<file path="config.mk">
export PLATFORM = sky130hd
export DESIGN_NAME = pixel_write_arbiter_flat
export DESIGN_NICKNAME = d
export VERILOG_FILES = /design/src/rtl/pixel_write_arbiter_if.sv /design/src/rtl/pixel_write_arbiter.sv /design/src/flat_wrapper.sv
export SDC_FILE = /design/constraint.sdc
export NUM_CORES = 1
export LEC_CHECK = 0
export CAP_MARGIN = 10
export CORE_MARGIN = 3
export CORE_UTILIZATION = 35
export CTS_CLUSTER_SIZE = 16
export DETAILED_ROUTE_END_ITERATION = 10
export PLACE_DENSITY = 0.87
export SETUP_SLACK_MARGIN = 0.1
export SLEW_MARGIN = 20
export SYNTH_ARGS = -nofsm -noshare
export SYNTH_HDL_FRONTEND = slang
export SYNTH_SLANG_ARGS = --single-unit
</file>
<file path="constraint.sdc">
create_clock -name clk -period 1.54 [get_ports clk]
set_clock_uncertainty 0.2 [all_clocks]
set_input_delay 0.231 -clock clk [delete_from_list [all_inputs] [get_ports clk]]
set_output_delay 0.231 -clock clk [all_outputs]
set_load 0.05 [all_outputs]
</file>
<file path="src/rtl/pixel_write_arbiter_if.sv">
`default_nettype none
// ============================================================================
// pixel_write_arbiter_if : request, clear and pixel-write signals of the arbiter
// Revision: 1.0
// ============================================================================
interface pixel_write_arbiter_if;
  logic        a_valid;
  logic [5:0]  a_x;
  logic [5:0]  a_y;
  logic [11:0] a_color;
  logic        a_ready;

  logic        b_valid;
  logic [5:0]  b_x;
  logic [5:0]  b_y;
  logic [11:0] b_color;
  logic        b_ready;

  logic        clear_req;
  logic        clear_busy;

  logic        write_en;
  logic [5:0]  write_x;
  logic [5:0]  write_y;
  logic [11:0] write_color;

  modport master (
    output a_valid, a_x, a_y, a_color, b_valid, b_x, b_y, b_color, clear_req,
    input  a_ready, b_ready, clear_busy, write_en, write_x, write_y, write_color
  );

  modport slave (
    input  a_valid, a_x, a_y, a_color, b_valid, b_x, b_y, b_color, clear_req,
    output a_ready, b_ready, clear_busy, write_en, write_x, write_y, write_color
  );
endinterface
`default_nettype wire

</file>
<file path="src/rtl/pixel_write_arbiter.sv">
`default_nettype none
// ============================================================================
// pixel_write_arbiter : round-robin arbiter of two pixel writers, with an
//                       optional full-frame clear sweep (PIXEL_ARB_CLEAR_EN)
// Revision: 1.0
// ============================================================================
module pixel_write_arbiter #(
  parameter logic [11:0] CLEAR_COLOR = 12'h000
) (
  input  wire logic            clk,
  input  wire logic            rst_n,
  pixel_write_arbiter_if.slave bus
);
  logic        w_block;
  logic        w_grant_a;
  logic        w_grant_b;
  logic        w_clear_write;
  logic [11:0] w_clear_addr;
  logic        r_last_b;
  logic        r_write_en;
  logic [5:0]  r_write_x;
  logic [5:0]  r_write_y;
  logic [11:0] r_write_color;

`ifdef PIXEL_ARB_CLEAR_EN
  typedef enum logic [0:0] {
    ST_ARB   = 1'b0,
    ST_CLEAR = 1'b1
  } state_t;

  state_t      r_state;
  state_t      w_state_nxt;
  logic [11:0] r_sweep;
  logic [11:0] w_sweep_nxt;

  always_ff @(posedge clk or negedge rst_n) begin
    if (!rst_n) begin
      r_state <= ST_ARB;
      r_sweep <= '0;
    end else begin
      r_state <= w_state_nxt;
      r_sweep <= w_sweep_nxt;
    end
  end

  // Sweep counter wraps 4095 -> 0 on the final clear write, ready for the next clear
  always_comb begin
    w_state_nxt   = r_state;
    w_sweep_nxt   = '0;
    w_block       = 1'b0;
    w_clear_write = 1'b0;
    if (r_state == ST_CLEAR) begin
      w_block       = 1'b1;
      w_clear_write = 1'b1;
      w_sweep_nxt   = r_sweep + 12'd1;
      if (r_sweep == 12'hFFF) begin
        w_state_nxt = ST_ARB;
      end
    end else if (bus.clear_req) begin
      w_block     = 1'b1;
      w_state_nxt = ST_CLEAR;
    end
  end

  assign w_clear_addr   = r_sweep;
  assign bus.clear_busy = (r_state == ST_CLEAR);
`else
  logic w_unused_clear;
  assign w_unused_clear = bus.clear_req;
  assign w_block        = 1'b0;
  assign w_clear_write  = 1'b0;
  assign w_clear_addr   = '0;
  assign bus.clear_busy = 1'b0;
`endif

  // r_last_b set means B was granted most recently, so A wins the next contention
  assign w_grant_a = ~w_block & bus.a_valid & (~bus.b_valid | r_last_b);
  assign w_grant_b = ~w_block & bus.b_valid & (~bus.a_valid | ~r_last_b);

  assign bus.a_ready = w_grant_a;
  assign bus.b_ready = w_grant_b;

  always_ff @(posedge clk or negedge rst_n) begin
    if (!rst_n) begin
      r_last_b <= 1'b1;
    end else if (w_grant_a) begin
      r_last_b <= 1'b0;
    end else if (w_grant_b) begin
      r_last_b <= 1'b1;
    end
  end

  always_ff @(posedge clk or negedge rst_n) begin
    if (!rst_n) begin
      r_write_en    <= 1'b0;
      r_write_x     <= '0;
      r_write_y     <= '0;
      r_write_color <= '0;
    end else begin
      r_write_en <= w_grant_a | w_grant_b | w_clear_write;
      if (w_grant_a) begin
        r_write_x     <= bus.a_x;
        r_write_y     <= bus.a_y;
        r_write_color <= bus.a_color;
      end else if (w_grant_b) begin
        r_write_x     <= bus.b_x;
        r_write_y     <= bus.b_y;
        r_write_color <= bus.b_color;
      end else if (w_clear_write) begin
        r_write_x     <= w_clear_addr[5:0];
        r_write_y     <= w_clear_addr[11:6];
        r_write_color <= CLEAR_COLOR;
      end
    end
  end

  assign bus.write_en    = r_write_en;
  assign bus.write_x     = r_write_x;
  assign bus.write_y     = r_write_y;
  assign bus.write_color = r_write_color;
endmodule
`default_nettype wire

</file>
<file path="src/flat_wrapper.sv">
// flat-port wrapper written by rule: the top's interface ports become plain ports
module pixel_write_arbiter_flat 
#(
  parameter logic [11:0] CLEAR_COLOR = 12'h000
)
  (clk, rst_n, bus_a_valid, bus_a_x, bus_a_y, bus_a_color, bus_b_valid, bus_b_x, bus_b_y, bus_b_color, bus_clear_req, bus_a_ready, bus_b_ready, bus_clear_busy, bus_write_en, bus_write_x, bus_write_y, bus_write_color);
  pixel_write_arbiter_if bus_i ();
  input  wire logic clk;
  input  wire logic rst_n;
  input wire logic [$bits(bus_i.a_valid)-1:0] bus_a_valid;
  input wire logic [$bits(bus_i.a_x)-1:0] bus_a_x;
  input wire logic [$bits(bus_i.a_y)-1:0] bus_a_y;
  input wire logic [$bits(bus_i.a_color)-1:0] bus_a_color;
  input wire logic [$bits(bus_i.b_valid)-1:0] bus_b_valid;
  input wire logic [$bits(bus_i.b_x)-1:0] bus_b_x;
  input wire logic [$bits(bus_i.b_y)-1:0] bus_b_y;
  input wire logic [$bits(bus_i.b_color)-1:0] bus_b_color;
  input wire logic [$bits(bus_i.clear_req)-1:0] bus_clear_req;
  output wire logic [$bits(bus_i.a_ready)-1:0] bus_a_ready;
  output wire logic [$bits(bus_i.b_ready)-1:0] bus_b_ready;
  output wire logic [$bits(bus_i.clear_busy)-1:0] bus_clear_busy;
  output wire logic [$bits(bus_i.write_en)-1:0] bus_write_en;
  output wire logic [$bits(bus_i.write_x)-1:0] bus_write_x;
  output wire logic [$bits(bus_i.write_y)-1:0] bus_write_y;
  output wire logic [$bits(bus_i.write_color)-1:0] bus_write_color;
  assign bus_i.a_valid = bus_a_valid;
  assign bus_i.a_x = bus_a_x;
  assign bus_i.a_y = bus_a_y;
  assign bus_i.a_color = bus_a_color;
  assign bus_i.b_valid = bus_b_valid;
  assign bus_i.b_x = bus_b_x;
  assign bus_i.b_y = bus_b_y;
  assign bus_i.b_color = bus_b_color;
  assign bus_i.clear_req = bus_clear_req;
  assign bus_a_ready = bus_i.a_ready;
  assign bus_b_ready = bus_i.b_ready;
  assign bus_clear_busy = bus_i.clear_busy;
  assign bus_write_en = bus_i.write_en;
  assign bus_write_x = bus_i.write_x;
  assign bus_write_y = bus_i.write_y;
  assign bus_write_color = bus_i.write_color;
  pixel_write_arbiter #(.CLEAR_COLOR(CLEAR_COLOR)) u_core (.clk(clk), .rst_n(rst_n), .bus(bus_i));
endmodule
</file>
# Word level (Yosys, flattened, before mapping)

Index checks and enable logic that the tools add are counted.

Reduce and logical (&&, ||, !) cells: 1
Multiplexer cells: 8
Bitwise gates (word level): 8

Operators with widths:

| kind               | count |
|---|---|
| $mux W12           | 2 |
| $mux W6            | 4 |
| $not A1 Y1         | 3 |
| $or A1 B1 Y1       | 3 |
| $and A1 B1 Y1      | 2 |
| $mux W1            | 2 |
| $reduce_bool A2 Y1 | 1 |

Output and inout port bits: 28
Flip-flop bits (word level): 26
Bits of input ports: 53

# Logic depth before layout (Yosys ltp)

Gate-level depths: netlist (run 1).

Depth after elaboration: 5
Depth in mapped cells: 4
Depth with buffers taken out: 3

# Least setup slack after synthesis (run 1)

Ideal clock, no wire load.

Kind: input to output
From: in bus_a_valid
To: out bus_b_ready
Slack: -0.175 ns
Buffers on the path: 2
Stages on the path: 3
Data arrival time: 1.284 ns
Cell sequence: buf_6 > clkbuf_1 > a21boi_1

Cells in the longest elaborated chain, start to end: 3

Ends and longest elaborated chain:

| what               | line                      | RTL |
|---|---|---|
| start: declaration | flat_wrapper.sv:10        | `input wire logic [$bits(bus_i.a_valid)-1:0] bus_a_valid;` |
| $not A1 Y1         | pixel_write_arbiter.sv:78 | `assign w_grant_b = ~w_block & bus.b_valid & (~bus.a_valid \| ~r_last_b);` |
| $or A1 B1 Y1       | pixel_write_arbiter.sv:78 |  |
| $and A1 B1 Y1      | pixel_write_arbiter.sv:78 |  |
| end: declaration   | flat_wrapper.sv:20        | `output wire logic [$bits(bus_i.b_ready)-1:0] bus_b_ready;` |

No other way between the ends.

# Worst setup path in the final report (run 1)

From: reg u_core.r_last_b
To: out bus_a_ready

Cells in the longest elaborated chain, start to end: 2

Ends and longest elaborated chain:

| what                     | line                      | RTL |
|---|---|---|
| start: declaration       | pixel_write_arbiter.sv:19 | `logic r_last_b;` |
| start signal: assignment | pixel_write_arbiter.sv:85 | `r_last_b <= 1'b1;` |
| start signal: assignment | pixel_write_arbiter.sv:87 | `r_last_b <= 1'b0;` |
| start signal: assignment | pixel_write_arbiter.sv:89 | `r_last_b <= 1'b1;` |
| $or A1 B1 Y1             | pixel_write_arbiter.sv:77 | `assign w_grant_a = ~w_block & bus.a_valid & (~bus.b_valid \| r_last_b);` |
| $and A1 B1 Y1            | pixel_write_arbiter.sv:77 |  |
| end: declaration         | flat_wrapper.sv:19        | `output wire logic [$bits(bus_i.a_ready)-1:0] bus_a_ready;` |

No other way between the ends.

==> flow_summary.ini, run 1 <==
[critical_path]
startpoint_type = flop
crit_required_ns = 1.11
slowest_stage = dfstp_2
worstPathMaxFanout = 2
path_cells = nand2b_4 -> nand2_4 -> buf_12 -> clkinvlp_4 -> buf_12
crit_buf_inv = 3
critical_path_class = flop to primary output
cp_common_cell = buf_12
cp.arrival_ns = 1.31
end_kind = primary output
critical_path.top_delay_family = flip-flops
max_stage_delay_ns = 0.54

[power]
finalPower_mw = 2.62
power.density_mw_per_mm2 = 897
p_leak_nw = 1.24
peakVddDrop_mv = 0.615

[yosys]
synth_edf_count = 0
yosysMostFrequentCell = dfrtp_1
yosysWarnings = 0
syn-mean-instance-area_um2 = 11.9
synth.top_cell.area_share = 0.426
syn_nets = 176
syn_area_mm2 = 0.00147
yosys.area.top_type = dfrtp_1
synth_top_cells_by_count = dfrtp_1 (25), o221a_2 (23), a211o_1 (20), nor2b_1 (20), buf_6 (8)
ys_seq_area_frac = 0.444
yosys_register_bits = 26
synth_cell_types = 19
synthFlopType = dfrtp_1
netlist_instances = 123
synth_top_cells_by_area = dfrtp_1 (43%), o221a_2 (18%), a211o_1 (12%)
synthArstFlopShare = 1.00

[final_layout]
regArea_um2 = 652
drive_gt1_frac = 0.370
n_antenna_cell = 0
fin_nets = 265
final_area_mm2 = 0.00292
multiInputGateArea_um2 = 832
area_growth_pct = 99.2
fillers = 256

[sta]
holdWs_ns = 0.113
finalWorstSetupSlack_ns = -0.206
period_share = 1.13
period_needed_ns = 1.75
rsz0062_at_grt = true
fmax_mhz = 573
setup_viol = 26
hold_viol_final = 0
drv_slew = 0

[clocking]
cts_tree = done
cts_hold_buf = 0
cts_root_buf = clkbuf_8
cts.sinks = 26
cts.clk_slew.worst_paths_ns = 0.09
tritoncts.num_buffers = 3
clk_path_buf_depth = 2
clk_latency_ns = 0.27
htree_levels = 1

[status]
violations = negative setup slack
outcome = finished with violations

[detailed_routing]
drcViolationCount = 0
post_drt_wl_per_cell_um = 18.7
routed_wl_um = 4850
topRoutingLayerUsed = met4
dr_wl_met3_um = 307
ant_nets = 0
num_vias = 1402
firstDrtPassIters = 4
wl_met2_um = 2530
wl_met1_um = 1950
drt_iter0_drc = 57
viasPerCell = 5.41

[global_route]
track_usage = 0.181
antenna_found_initial = 0
grt_pass1_vias = 1386
grt_first_pass_wirelength_um = 7120
grt_overflow = 0
grt_max_degree = 34

[floorplanning]
ios = 81
die_area_mm2 = 0.00501
die_width_um = 70.8
rows = 22
die_h_um = 70.8
start_util = 0.381
core_area_mm2 = 0.00385

[placed_design]
globalplace.congestion = 0.769
portBuffers = 78
dp_hpwl_um = 3310
place_area_mm2 = 0.00269
post-place-ws_ns = -0.161

[flow_run]
drv_cap = 0

[hold_path]
min_path_type = primary input to asynchronous set/reset pin
[power breakdown]
part | total, mW | switching [mW] | internal (mW)
Sequential | 0.864 | 0.0903 | 0.774
Combinational | 1.36 | 0.605 | 0.755
Clock | 0.399 | 0.213 | 0.185
[kinds of logic after synthesis]
kind of cell,count (synthesis),share of synthesized area
flops,26,0.444
other cells,1,0.00256
simple gates,31,0.137
compound gates,50,0.332
buf+inv,15,0.0836
[metal layers]
metal | vias to the layer above | global-route usage
met4 | 0 | 0.0397
li1 | 655 | -
met5 | - | 0
met2 | 59 | 0.320
met3 | 7 | 0.0440
met1 | 681 | 0.224
[sequential cells by signal, indices dropped and copies added, names as in the netlist]
name and count:
u_core.bus.write_y 6, u_core.bus.write_en 1, u_core.bus.write_x 6, u_core.r_last_b 1
u_core.bus.write_color 12
[repair_timing]
action | 4_1_cts | 5_1_grt
buffers inserted | 3 | 3
pin swaps | 0 | 3
cloned | 1 | 2
resized for setup | 3 | 12
endpoints found under the setup margin | 24 | 27
[cell type report]
| type | count | area share |
|---|---|---|
| Inverter | 2 | 0.00385 |
| Sequential cell | 26 | 0.223 |
| Clock buffer | 4 | 0.0154 |
| Timing Repair Buffer | 97 | 0.453 |
| Tap cell | 48 | 0.0205 |
| Multi-Input combinational cell | 82 | 0.285 |
[cell usage in the layout, fill, tap and decap left out, drive strengths merged, types with 4 or more instances in the layout]
| cell | count |
|---|---|
| a211o | 20 |
| dfrtp | 25 |
| clkbuf | 6 |
| or2 | 5 |
| o221a | 24 |
| nand2b | 5 |
| clkdlybuf4s50 | 49 |
| nor2b | 20 |
| a21o | 4 |
| buf | 45 |
[metrics by stage]
stage	TNS, ns	instances	utilization
2_1_floorplan	0	123	-
6_report	-3.83	259	0.759
3_5_place_dp	-3.54	247	0.697
4_1_cts	-2.26	255	0.726
3_3_place_gp	-3.23	247	0.697
5_1_grt	-4.75	259	0.759
[path summary, 6_finish.rpt]
check / from / endpoint / slack, ns / depth (start not counted)
setup / recovery: u_core.r_last_b / bus_a_ready / -0.21 / 5
hold / removal: rst_n / u_core.bus.write_y[3] / 0.11 / 2
setup reg to reg: u_core.r_last_b / u_core.bus.write_y[5] / -0.19 / 6
hold reg to reg: u_core.bus.write_color[11] / u_core.bus.write_color[11] / 0.61 / 3
max in group asynchronous: rst_n / u_core.r_last_b / 0.80 / 2
min in group clk: bus_b_valid / u_core.bus.write_en / 0.23 / 3
No activity file was read; power rests on OpenSTA's default activity.
==> run 2, diff against run 1 <==
- CORE_ASPECT_RATIO: not set -> 0.75
==> run 2 against run 1 <==
  * Flip-flop and latch count stayed put
  * First-iteration DRC count shrank 7.0%
  * Routed wire length down 8.1%
  * Final cell count down 0.39%
  * Via count is 4.1% lower
  * Clock power grew 42%
  * Design area shrank 5.7%
  * Register-to-register slack better by 0.11 ns
  * Worst hold slack worse by 0.013 ns
  * Critical path type unchanged
  * Global-route usage grew 0.30 points
  * The flow still finishes with violations (negative setup slack)
==> flow_summary.ini, run 2 (synthesized netlist as in run 1, its figures left out) <==
[status]
outcome = finished with violations
violations = negative setup slack

[detailed_routing]
firstDrtPassIters = 4
ant_nets = 0
drt_iter0_drc = 53
post_drt_wl_per_cell_um = 17.3
routed_wl_um = 4460
num_vias = 1344
drcViolationCount = 0
viasPerCell = 5.21

[global_route]
antenna_found_initial = 0
grt_max_degree = 40
grt_overflow = 0
grt_pass1_vias = 1368
track_usage = 0.184
grt_first_pass_wirelength_um = 6860

[clocking]
cts.clk_slew.worst_paths_ns = 0.09
clk_path_buf_depth = 2
htree_levels = 1
cts_tree = done
cts.sinks = 26
clk_latency_ns = 0.27
tritoncts.num_buffers = 3
cts_root_buf = clkbuf_8

[critical_path]
end_kind = primary output
startpoint_type = flop
crit_buf_inv = 2
timing.rr.end = u_core.bus.write_x[5]
critical_path.top_delay_family = flip-flops
cp.arrival_ns = 1.21
reg2reg_setup_slack_ns = -0.08
worstPathMaxFanout = 2
critical_path_class = flop to primary output
crit_required_ns = 1.11
path_cells = nand2b_4 -> nand2_4 -> clkinvlp_4 -> buf_12
slowest_stage = dfstp_2
r2r-start = u_core.r_last_b
max_stage_delay_ns = 0.54
cp-startpoint = u_core.r_last_b
rr_worst_depth = 5

[final_layout]
area_growth_pct = 87.9
n_antenna_cell = 0
final_common_cell = clkdlybuf4s50_1
mostFrequentLayoutCells = clkdlybuf4s50_1 (49), buf_12 (29), dfrtp_1 (25)
regArea_um2 = 652
final_area_mm2 = 0.00276
fin_util = 0.716
drive_gt1_frac = 0.359
multiInputGateArea_um2 = 772
fin_nets = 260
fillers = 292
largest_register_ffs = 12

[sta]
finalWorstSetupSlack_ns = -0.103
drv_slew = 0
setup_viol = 21
rsz0062_at_grt = true
period_share = 1.07
holdWs_ns = 0.100
period_needed_ns = 1.64
hold_viol_final = 0
fmax_mhz = 609

[floorplanning]
die_width_um = 80.8
rows = 19
start_util = 0.381
core_area_mm2 = 0.00385
die_area_mm2 = 0.00501
ios = 81
die_h_um = 62.1

[power]
power.density_mw_per_mm2 = 973
seq_power_share = 0.323
pwr-share-comb = 0.467
p_leak_nw = 1.16
pwr-share-clk = 0.211
power.switching_uw = 885
switching_share = 0.330
internal_power_mw = 1.80
peakVddDrop_mv = 0.597

[hold_path]
min_path_type = primary input to asynchronous set/reset pin

[flow_run]
drv_cap = 0

[placed_design]
dp_hpwl_um = 3510
portBuffers = 78
place_area_mm2 = 0.00266
globalplace.congestion = 0.664
-- run 2: cell types whose count changed in the layout (fill, tap and decap cells not counted), moves of 2 or more --
| cell | change |
|---|---|
| o221a_2 | +6 |
| o221a_4 | -6 |
| buf_12 | -3 |
| clkbuf_16 | -2 |
| buf_6 | -2 |
| buf_4 | +3 |
-- run 2: worst max path at each step --
stage | cells past startpoint | end | slack [ns]
final | 4 | bus_a_ready | -0.10
after global routing | 4 | bus_a_ready | -0.16
after CTS | 4 | bus_a_ready | -0.11
after detailed placement | 4 | bus_b_ready | -0.19
after global placement | 4 | bus_b_ready | -0.20
after floorplan | 4 | bus_a_ready | 0.007
-- run 2: per-stage QoR --
step                      setup slack (ns)  power (mW)  std cells  setup TNS [ns]
final                               -0.103        2.68        258           -1.11
after global routing                -0.157        2.79        258           -2.26
after CTS                           -0.112        2.70        258           -1.19
after detailed placement            -0.188        2.12        252           -3.13
after global placement              -0.195        2.10        252           -3.03
after floorplan                    0.00714        1.46        123               0
-- run 2: timing repair --
action                     in CTS  in global routing
hold buffers                    0                  0
gates resized for setup         3                  1
setup endpoints to repair      24                 27
pin swaps                       0                  0
buffers inserted                2                  0
-- run 2: cell type report --
cell class | count | area share
Sequential cell | 26 | 0.236
Tap cell | 52 | 0.0236
Clock inverter | 1 | 0.0109
Inverter | 2 | 0.00408
Clock buffer | 3 | 0.0150
Multi-Input combinational cell | 82 | 0.280
Timing Repair Buffer | 92 | 0.430
-- run 2: power groups by stage --
stage               combinational [mW]  clock (mW)  sequential, mW
floorplan                        0.331           0            1.13
global placement                  1.23           0           0.872
detailed placement                1.25           0           0.877
CTS                               1.26       0.578           0.866
global route                      1.31       0.607           0.878
finish                            1.25       0.566           0.865
-- run 2: routing by layer --
layer / up-vias / track usage / routed length [um]
li1: 638 / - / -
met1: 657 / 0.224 / 1790
met4: 0 / 0.0361 / 22
met2: 47 / 0.320 / 2290
met5: - / 0 / 0
met3: 2 / 0.0720 / 354
==> run 3, diff against run 2 <==
- CORE_MARGIN: 3 -> 2
==> run 3 against run 2 <==
  * The flow still finishes with violations (negative setup slack)
  * Register-to-register slack barely moved
  * Power fell by 5.5%
  * Flip-flop and latch count unchanged
  * Sequential power grew 0.6%
  * Global-route usage grew 0.78 points
  * First-iteration DRC count increased by 100%
  * Worst hold slack improved by 0.0030 ns
  * Combinational power is essentially flat
  * Clock power fell by 28%
  * Via count grew 1.2%
  * Die area is 5.6% lower
  * Largest cell class unchanged
==> flow_summary.ini, run 3 (synthesized netlist as in run 1, its figures left out) <==
[global_route]
met1_usage = 0.241
track_usage = 0.192
antenna_found_initial = 0
grt_overflow = 0
grtUsageMet2 = 0.319
grt_pass1_vias = 1321
grt_first_pass_wirelength_um = 6870
grt_busiest_layer = met2
grtUsageMet3 = 0.0770
grt_max_degree = 28

[detailed_routing]
drcViolationCount = 0
routed_wl_um = 4360
num_vias = 1360
post_drt_wl_per_cell_um = 16.9
ant_nets = 0
drt_iter0_drc = 108
viasPerCell = 5.27
firstDrtPassIters = 4

[power]
finalPower_mw = 2.54
power.density_mw_per_mm2 = 919
peakVddDrop_mv = 0.521
p_leak_nw = 1.15

[final_layout]
n_antenna_cell = 0
fillers = 289
final_common_cell = clkdlybuf4s50_1
drive_gt1_frac = 0.345
largest_register_ffs = 12
mostFrequentLayoutCells = clkdlybuf4s50_1 (49), buf_12 (33), dfrtp_1 (25)
fin_nets = 257
area_growth_pct = 88.1

[critical_path]
end_kind = primary output
critical_path_class = flop to primary output
crit_required_ns = 1.11
worstPathMaxFanout = 2
cp-startpoint = u_core.r_last_b
startpoint_type = flop
r2r-start = u_core.r_last_b
cp.arrival_ns = 1.25

[floorplanning]
die_h_um = 60.1
start_util = 0.364
die_area_mm2 = 0.00473
rows = 20
core_area_mm2 = 0.00403
ios = 81
die_width_um = 78.8

[hold_path]
min_path_type = primary input to asynchronous set/reset pin

[sta]
period_needed_ns = 1.68
rsz0062_at_grt = true
setup_viol = 26
setup-tns-final_ns = -1.67
hold_viol_final = 0
finalWorstSetupSlack_ns = -0.141
drv_slew = 0
holdWs_ns = 0.103
fmax_mhz = 595
period_share = 1.09

[flow_run]
drv_cap = 0

[status]
outcome = finished with violations
violations = negative setup slack

[clocking]
clk_path_buf_depth = 2
cts_root_buf = clkbuf_8
cts.sinks = 26
clk_latency_ns = 0.27
cts.clk_slew.worst_paths_ns = 0.09
tritoncts.num_buffers = 3
htree_levels = 1
cts_tree = done

[placed_design]
globalplace.congestion = 0.754
post-place-ws_ns = -0.177
portBuffers = 78
dp_hpwl_um = 3230
-- run 3: cell count changes in the layout (fill, tap and decap cells not counted), sizes merged --
cell    before  now
clkbuf       3    4
buf         42   39
bufinv       1    0
-- run 3: repair_timing --
| action | CTS | global route |
|---|---|---|
| setup buffers | 1 | 0 |
| setup endpoints to repair | 26 | 27 |
| hold buffers | 0 | 0 |
| gates resized for setup | 2 | 0 |
-- run 3: worst paths after layout --
path / to / slack, ns / cells past startpoint
setup / recovery: bus_a_ready / -0.14 / 4
hold / removal: u_core.bus.write_color[3] / 0.10 / 2
setup reg to reg: u_core.bus.write_y[1] / -0.09 / 5
hold reg to reg: u_core.r_last_b / 0.46 / 3
max in group asynchronous: u_core.r_last_b / 0.80 / 2
min in group clk: u_core.bus.write_en / 0.26 / 3
-- run 3: layer usage --
layer | vias up | wire, um
met5 | - | 0
met4 | 0 | 29
li1 | 638 | -
met3 | 4 | 461
met2 | 64 | 2050
met1 | 654 | 1820
-- run 3: layout make-up --
type	instances	area (um2)	share of cell area
Multi-Input combinational cell	82	781	0.283
Timing Repair Buffer	89	1200	0.436
Inverter	2	11.3	0.00408
Clock buffer	4	45.0	0.0163
Sequential cell	26	652	0.236
Tap cell	55	68.8	0.0249
-- run 3: report_power, final --
group	leakage, nW	internal (mW)	switching, mW
logic	0.829	0.683	0.577
clock network	0.0228	0.186	0.219
registers	0.298	0.774	0.0961
-- run 3: worst max-delay path, cell delays in order, from the launching register on --
cell	delay, ns
dfstp_2	0.54
nand2b_4	0.15
nand2_8	0.06
clkinvlp_4	0.09
buf_12	0.13
-- run 3: metrics by stage --
step	instances	instance area [um2]	utilization
after global placement	253	2700	0.670
final	258	2760	0.685
after detailed placement	253	2700	0.670
after floorplan	123	1550	-
after CTS	258	2760	0.685
after global routing	258	2760	0.685
